**src/rtl/bs_rotate_arbiter.sv**
```systemverilog
// -----------------------------------------------------------------------------
// bs_rotate_arbiter
//
// Shares one combinational rotate-left/right barrel shifter between two
// requesters. A round-robin grant picks one request in IDLE, the operand,
// amount and direction are registered and driven to the shifter for one
// cycle (EXEC), the shifter result is captured and held on the winner's
// response channel until it is taken (RESP).
//
// Ports
//   i_clk, i_rst                  clock, synchronous active-high reset
//   i_reqN_valid/_A/_k/_left      request channel N (operand, amount, dir)
//   o_reqN_ready                  request N accepted when high with valid
//   o_rspN_valid/_Y               response channel N (rotated result)
//   i_rspN_ready                  requester N takes the result
//   o_bs_A/_k/_left               operand/amount/direction to the shifter
//   i_bs_Y                        shifter result, combinational from o_bs_*
//   o_busy                        high whenever a transaction is in flight
// -----------------------------------------------------------------------------
module bs_rotate_arbiter #(
    parameter int DWIDTH = 4,
    parameter int KWIDTH = 2
) (
    input  logic              i_clk,
    input  logic              i_rst,

    input  logic              i_req0_valid,
    input  logic [DWIDTH-1:0] i_req0_A,
    input  logic [KWIDTH-1:0] i_req0_k,
    input  logic              i_req0_left,
    output logic              o_req0_ready,

    input  logic              i_req1_valid,
    input  logic [DWIDTH-1:0] i_req1_A,
    input  logic [KWIDTH-1:0] i_req1_k,
    input  logic              i_req1_left,
    output logic              o_req1_ready,

    output logic              o_rsp0_valid,
    output logic [DWIDTH-1:0] o_rsp0_Y,
    input  logic              i_rsp0_ready,

    output logic              o_rsp1_valid,
    output logic [DWIDTH-1:0] o_rsp1_Y,
    input  logic              i_rsp1_ready,

    output logic [DWIDTH-1:0] o_bs_A,
    output logic [KWIDTH-1:0] o_bs_k,
    output logic              o_bs_left,
    input  logic [DWIDTH-1:0] i_bs_Y,

    output logic              o_busy
);

    typedef enum logic [1:0] {
        IDLE = 2'd0,
        EXEC = 2'd1,
        RESP = 2'd2
    } state_t;

    state_t            state_q, state_d;
    logic              prio_q,  prio_d;   // requester that wins a tie
    logic              id_q,    id_d;     // requester owning the transaction
    logic [DWIDTH-1:0] a_q,     a_d;
    logic [KWIDTH-1:0] k_q,     k_d;
    logic              left_q,  left_d;
    logic [DWIDTH-1:0] y_q,     y_d;

    logic              grant_valid;
    logic              grant_id;
    logic              rsp_taken;

    // Round-robin grant: a lone request always wins, a tie goes to prio_q.
    always_comb begin
        grant_valid = i_req0_valid | i_req1_valid;
        if (i_req0_valid && i_req1_valid) begin
            grant_id = prio_q;
        end else begin
            grant_id = i_req1_valid;
        end
    end

    assign rsp_taken = id_q ? i_rsp1_ready : i_rsp0_ready;
    assign o_busy    = (state_q != IDLE);

    // NOTE: every signal written here gets a default first so no path leaves
    // it unassigned; otherwise synthesis infers a latch.
    always_comb begin
        state_d      = state_q;
        prio_d       = prio_q;
        id_d         = id_q;
        a_d          = a_q;
        k_d          = k_q;
        left_d       = left_q;
        y_d          = y_q;

        o_req0_ready = 1'b0;
        o_req1_ready = 1'b0;
        o_rsp0_valid = 1'b0;
        o_rsp1_valid = 1'b0;
        o_rsp0_Y     = '0;
        o_rsp1_Y     = '0;
        o_bs_A       = '0;
        o_bs_k       = '0;
        o_bs_left    = 1'b0;

        unique case (state_q)
            IDLE: begin
                // Ready is masked during reset so every output reads 0 then.
                if (grant_valid && !i_rst) begin
                    o_req0_ready = (grant_id == 1'b0);
                    o_req1_ready = (grant_id == 1'b1);
                    id_d         = grant_id;
                    a_d          = grant_id ? i_req1_A    : i_req0_A;
                    k_d          = grant_id ? i_req1_k    : i_req0_k;
                    left_d       = grant_id ? i_req1_left : i_req0_left;
                    state_d      = EXEC;
                end
            end

            EXEC: begin
                o_bs_A    = a_q;
                o_bs_k    = k_q;
                o_bs_left = left_q;
                y_d       = i_bs_Y;
                state_d   = RESP;
            end

            RESP: begin
                o_rsp0_valid = (id_q == 1'b0);
                o_rsp1_valid = (id_q == 1'b1);
                o_rsp0_Y     = (id_q == 1'b0) ? y_q : '0;
                o_rsp1_Y     = (id_q == 1'b1) ? y_q : '0;
                if (rsp_taken) begin
                    prio_d  = ~id_q;          // just-served requester goes last
                    state_d = IDLE;
                end
            end

            default: begin
                state_d = IDLE;
            end
        endcase
    end

    // NOTE: state updates use non-blocking assignments so every register
    // samples the pre-edge values regardless of statement order.
    always_ff @(posedge i_clk) begin
        if (i_rst) begin
            // NOTE: the operand/result registers are cleared on reset too,
            // since they must read back as zero after reset.
            state_q <= IDLE;
            prio_q  <= 1'b0;
            id_q    <= 1'b0;
            a_q     <= '0;
            k_q     <= '0;
            left_q  <= 1'b0;
            y_q     <= '0;
        end else begin
            state_q <= state_d;
            prio_q  <= prio_d;
            id_q    <= id_d;
            a_q     <= a_d;
            k_q     <= k_d;
            left_q  <= left_d;
            y_q     <= y_d;
        end
    end

endmodule
```
**config.mk**
```make
export PLATFORM = sky130hd
export DESIGN_NAME = bs_rotate_arbiter
export DESIGN_NICKNAME = d
export VERILOG_FILES = /design/src/rtl/bs_rotate_arbiter.sv
export SDC_FILE = /design/constraint.sdc
export NUM_CORES = 1
export LEC_CHECK = 0
export ABC_CLOCK_PERIOD_IN_PS = 2200
export BUFFER_PORTS_ARGS = -buffer_cell sky130_fd_sc_hd__buf_2
export CORE_MARGIN = 2
export CORE_UTILIZATION = 46
export CTS_CLUSTER_SIZE = 10
export DETAILED_ROUTE_END_ITERATION = 16
export HOLD_SLACK_MARGIN = 0.08
export PLACE_DENSITY = 0.91
export SLEW_MARGIN = 20
export SYNTH_ARGS = -nofsm -noshare
export SYNTH_HDL_FRONTEND = slang
export SYNTH_SLANG_ARGS = --single-unit
```
**constraint.sdc**
```tcl
create_clock -name i_clk -period 2.2 [get_ports i_clk]
set_input_delay 0.22 -clock i_clk [delete_from_list [all_inputs] [get_ports i_clk]]
set_output_delay 0.22 -clock i_clk [all_outputs]
set_load 0.02 [all_outputs]
```
==> flow_summary.ini <==
[timing]
max_slew.worst_pin.slew_ps = 623
fin_skew_ps = 9.70
rsz0062_at_grt = no
setup-violations-final = 0
fin_setup_tns_ps = 0
maxSlewHeadroom_pct = 58.5
max_clock_freq_mhz = 488
hold_violations = 0
finalMaxSlewViolations = 0
fin_crit_sh_pct = 93.1
fin_crit_ps = 2050

[worst_setup_path]
slowest_stage = or3_1
path_buf_inv = 1
r2r_slack_ps = 610
path_class = reg -> out
required_ps = 1980
critical_path.cell_chain = or3_1 > a211oi_4 > buf_2
worstPathMaxFanout = 10
crit_family = simple AND/OR/NAND/NOR gates
crit_path_end_kind = output port
start_kind = register
worstPathArrival_ps = 1830
slowest_delay_ps = 550

[logic_synthesis]
synth_commonest_cells = dfxtp_1, and2_1, nand2_1, nor2_1, nor3_1
yosys.area.top_type = dfxtp_1
synth-seq-cells = 15
synth.area.top_cells = dfxtp_1, and2_1, a221o_2
synth_cell_types = 22
synthCells = 88
synth_most_common_cell = dfxtp_1
synth_edf_count = 0
synth_ff_type = dfxtp_1
synthArstFlopShare_pct = 0
synth_area_per_cell_um2 = 8.89
syn_area_um2 = 782
ys_seq_area_share_pct = 38.4
synth_warnings = 0
syn_nets = 112
synth_top_area_share_pct = 38.4

[global_routing]
grt_first_pass_wirelength_um = 3180
gr-usage-all-layers_pct = 21.5
antenna_found_initial = 0
grt_pass1_vias = 746
grt.overflow.total = 0
grt_start_max_net_pins = 11

[cts]
cts_tree = done
ctsLongestPathBuffers = 2
clock-sinks = 15
cts_buffers = 3
cts_setup_buffers = 0
holdBufCountCts = 0
clk_pin_slew_ps = 100
clock_latency_ps = 280
cts_resized = 0
clockRootBuffer = clkbuf_4
htreeDepth = 1

[drt]
routedWlPerCell_um = 13.5
drt_iter0_markers = 24
dr_total_vias = 792
wirelength_um = 1970
ant_nets = 0
via_per_inst = 5.42
drtPass1Iterations = 4
drc = 0

[floorplanning]
die_area_um2 = 2050
die_w_um = 45.2
num_rows = 14
ios = 44
die_y_um = 45.2
start_util_pct = 50.7
core_um2 = 1540

[placement]
place_congestion = 0.778
port-buffer-count = 43
place_hpwl_um = 1530
placed_area_um2 = 987

[run]
cap_violations = 0

[pwr]
p_per_area_nw_per_um2 = 601
ir_drop_uv = 488
power.leakage_nw = 0.542

[finish]
antenna_cells = 0
finalInstanceArea_um2 = 1010
nNetsFinal = 155
syn_to_final_growth_pct = 29.8
final_layout_size_suffix_gt1_share_pct = 45.4

[min_path]
hp-class = in -> reg

[status]
status = completed
[worst reg2reg max path: cells and delay by family, from the launching register on]
family,cells,cell delay [ps]
compound gates,2,640
flops,1,340
simple gates,1,550
[path summary, 6_finish.rpt]
path	from	to	depth (start not counted)
worst min register to register	k_q[1]	k_q[1]	1
worst max register to register	state_q[0]	a_q[1]	3
worst min-delay path	i_req0_A[2]	a_q[2]	2
worst max-delay path	state_q[0]	o_req0_ready	3
[through the flow]
stage / utilization (%) / power, mW / hold slack, ps / worst slack [ps] / std cells
after global placement: 64.0 / 0.452 / 449 / 544 / 142
after floorplan: - / 0.413 / 359 / 561 / 88
after CTS: 65.8 / 0.610 / 165 / 193 / 146
final: 65.8 / 0.610 / 166 / 151 / 146
after detailed placement: 64.0 / 0.459 / 452 / 504 / 142
after global routing: 65.8 / 0.644 / 163 / 68.5 / 146
[sequential cells by signal, summed over array words and instances, names as in the netlist]
name / flops
id_q: 1
state_q: 2
prio_q: 1
a_q: 4
left_q: 1
k_q: 2
y_q: 4
[metal layers]
layer / GRT usage [%] / wire [um] / up-vias
met3: 2.80 / 75 / 2
met4: 8.82 / 19 / 0
li1: - / - / 389
met1: 26.9 / 847 / 376
met5: 0 / 0 / -
met2: 37.1 / 1030 / 25
[cell type report]
type	count	area, um2
inverters	2	7.51
flip-flops and latches	15	300
fillers	133	527
repair buffers	45	230
multi-input cells	64	429
clock inverters	1	5.00
clock buffers	3	22.5
well taps	16	20.0
[power by group]
part | leakage (nW) | internal [mW] | switching (mW) | total (mW)
combinational | 0.401 | 0.0651 | 0.0773 | 0.142
clock | 0.0177 | 0.0674 | 0.0877 | 0.155
sequential | 0.123 | 0.295 | 0.0168 | 0.312
[logic make-up after synthesis]
group	share of synthesized area (%)
compound gates	16.8
buf+inv	6.72
simple gates	31.7
flops	38.4
mux	6.40
[placed cells by master (no fill, tap or decap)]
master    count
and2b_2       1
a221o_1       1
a21oi_1       3
nor2_1        7
clkbuf_4      3
nor3b_1       1
clkinv_2      1
inv_1         2
or2_2         1
nor2b_1       5
dfxtp_1      15
nand2_1       7
mux2i_1       5
or3_1         1
a211oi_4      1
nor3_1        7
a311o_2       1
and3_1        4
a221o_2       6
and2_1       12
buf_2        43
buf_4         2
a21o_1        1
No activity file was read; power rests on OpenSTA's default activity.
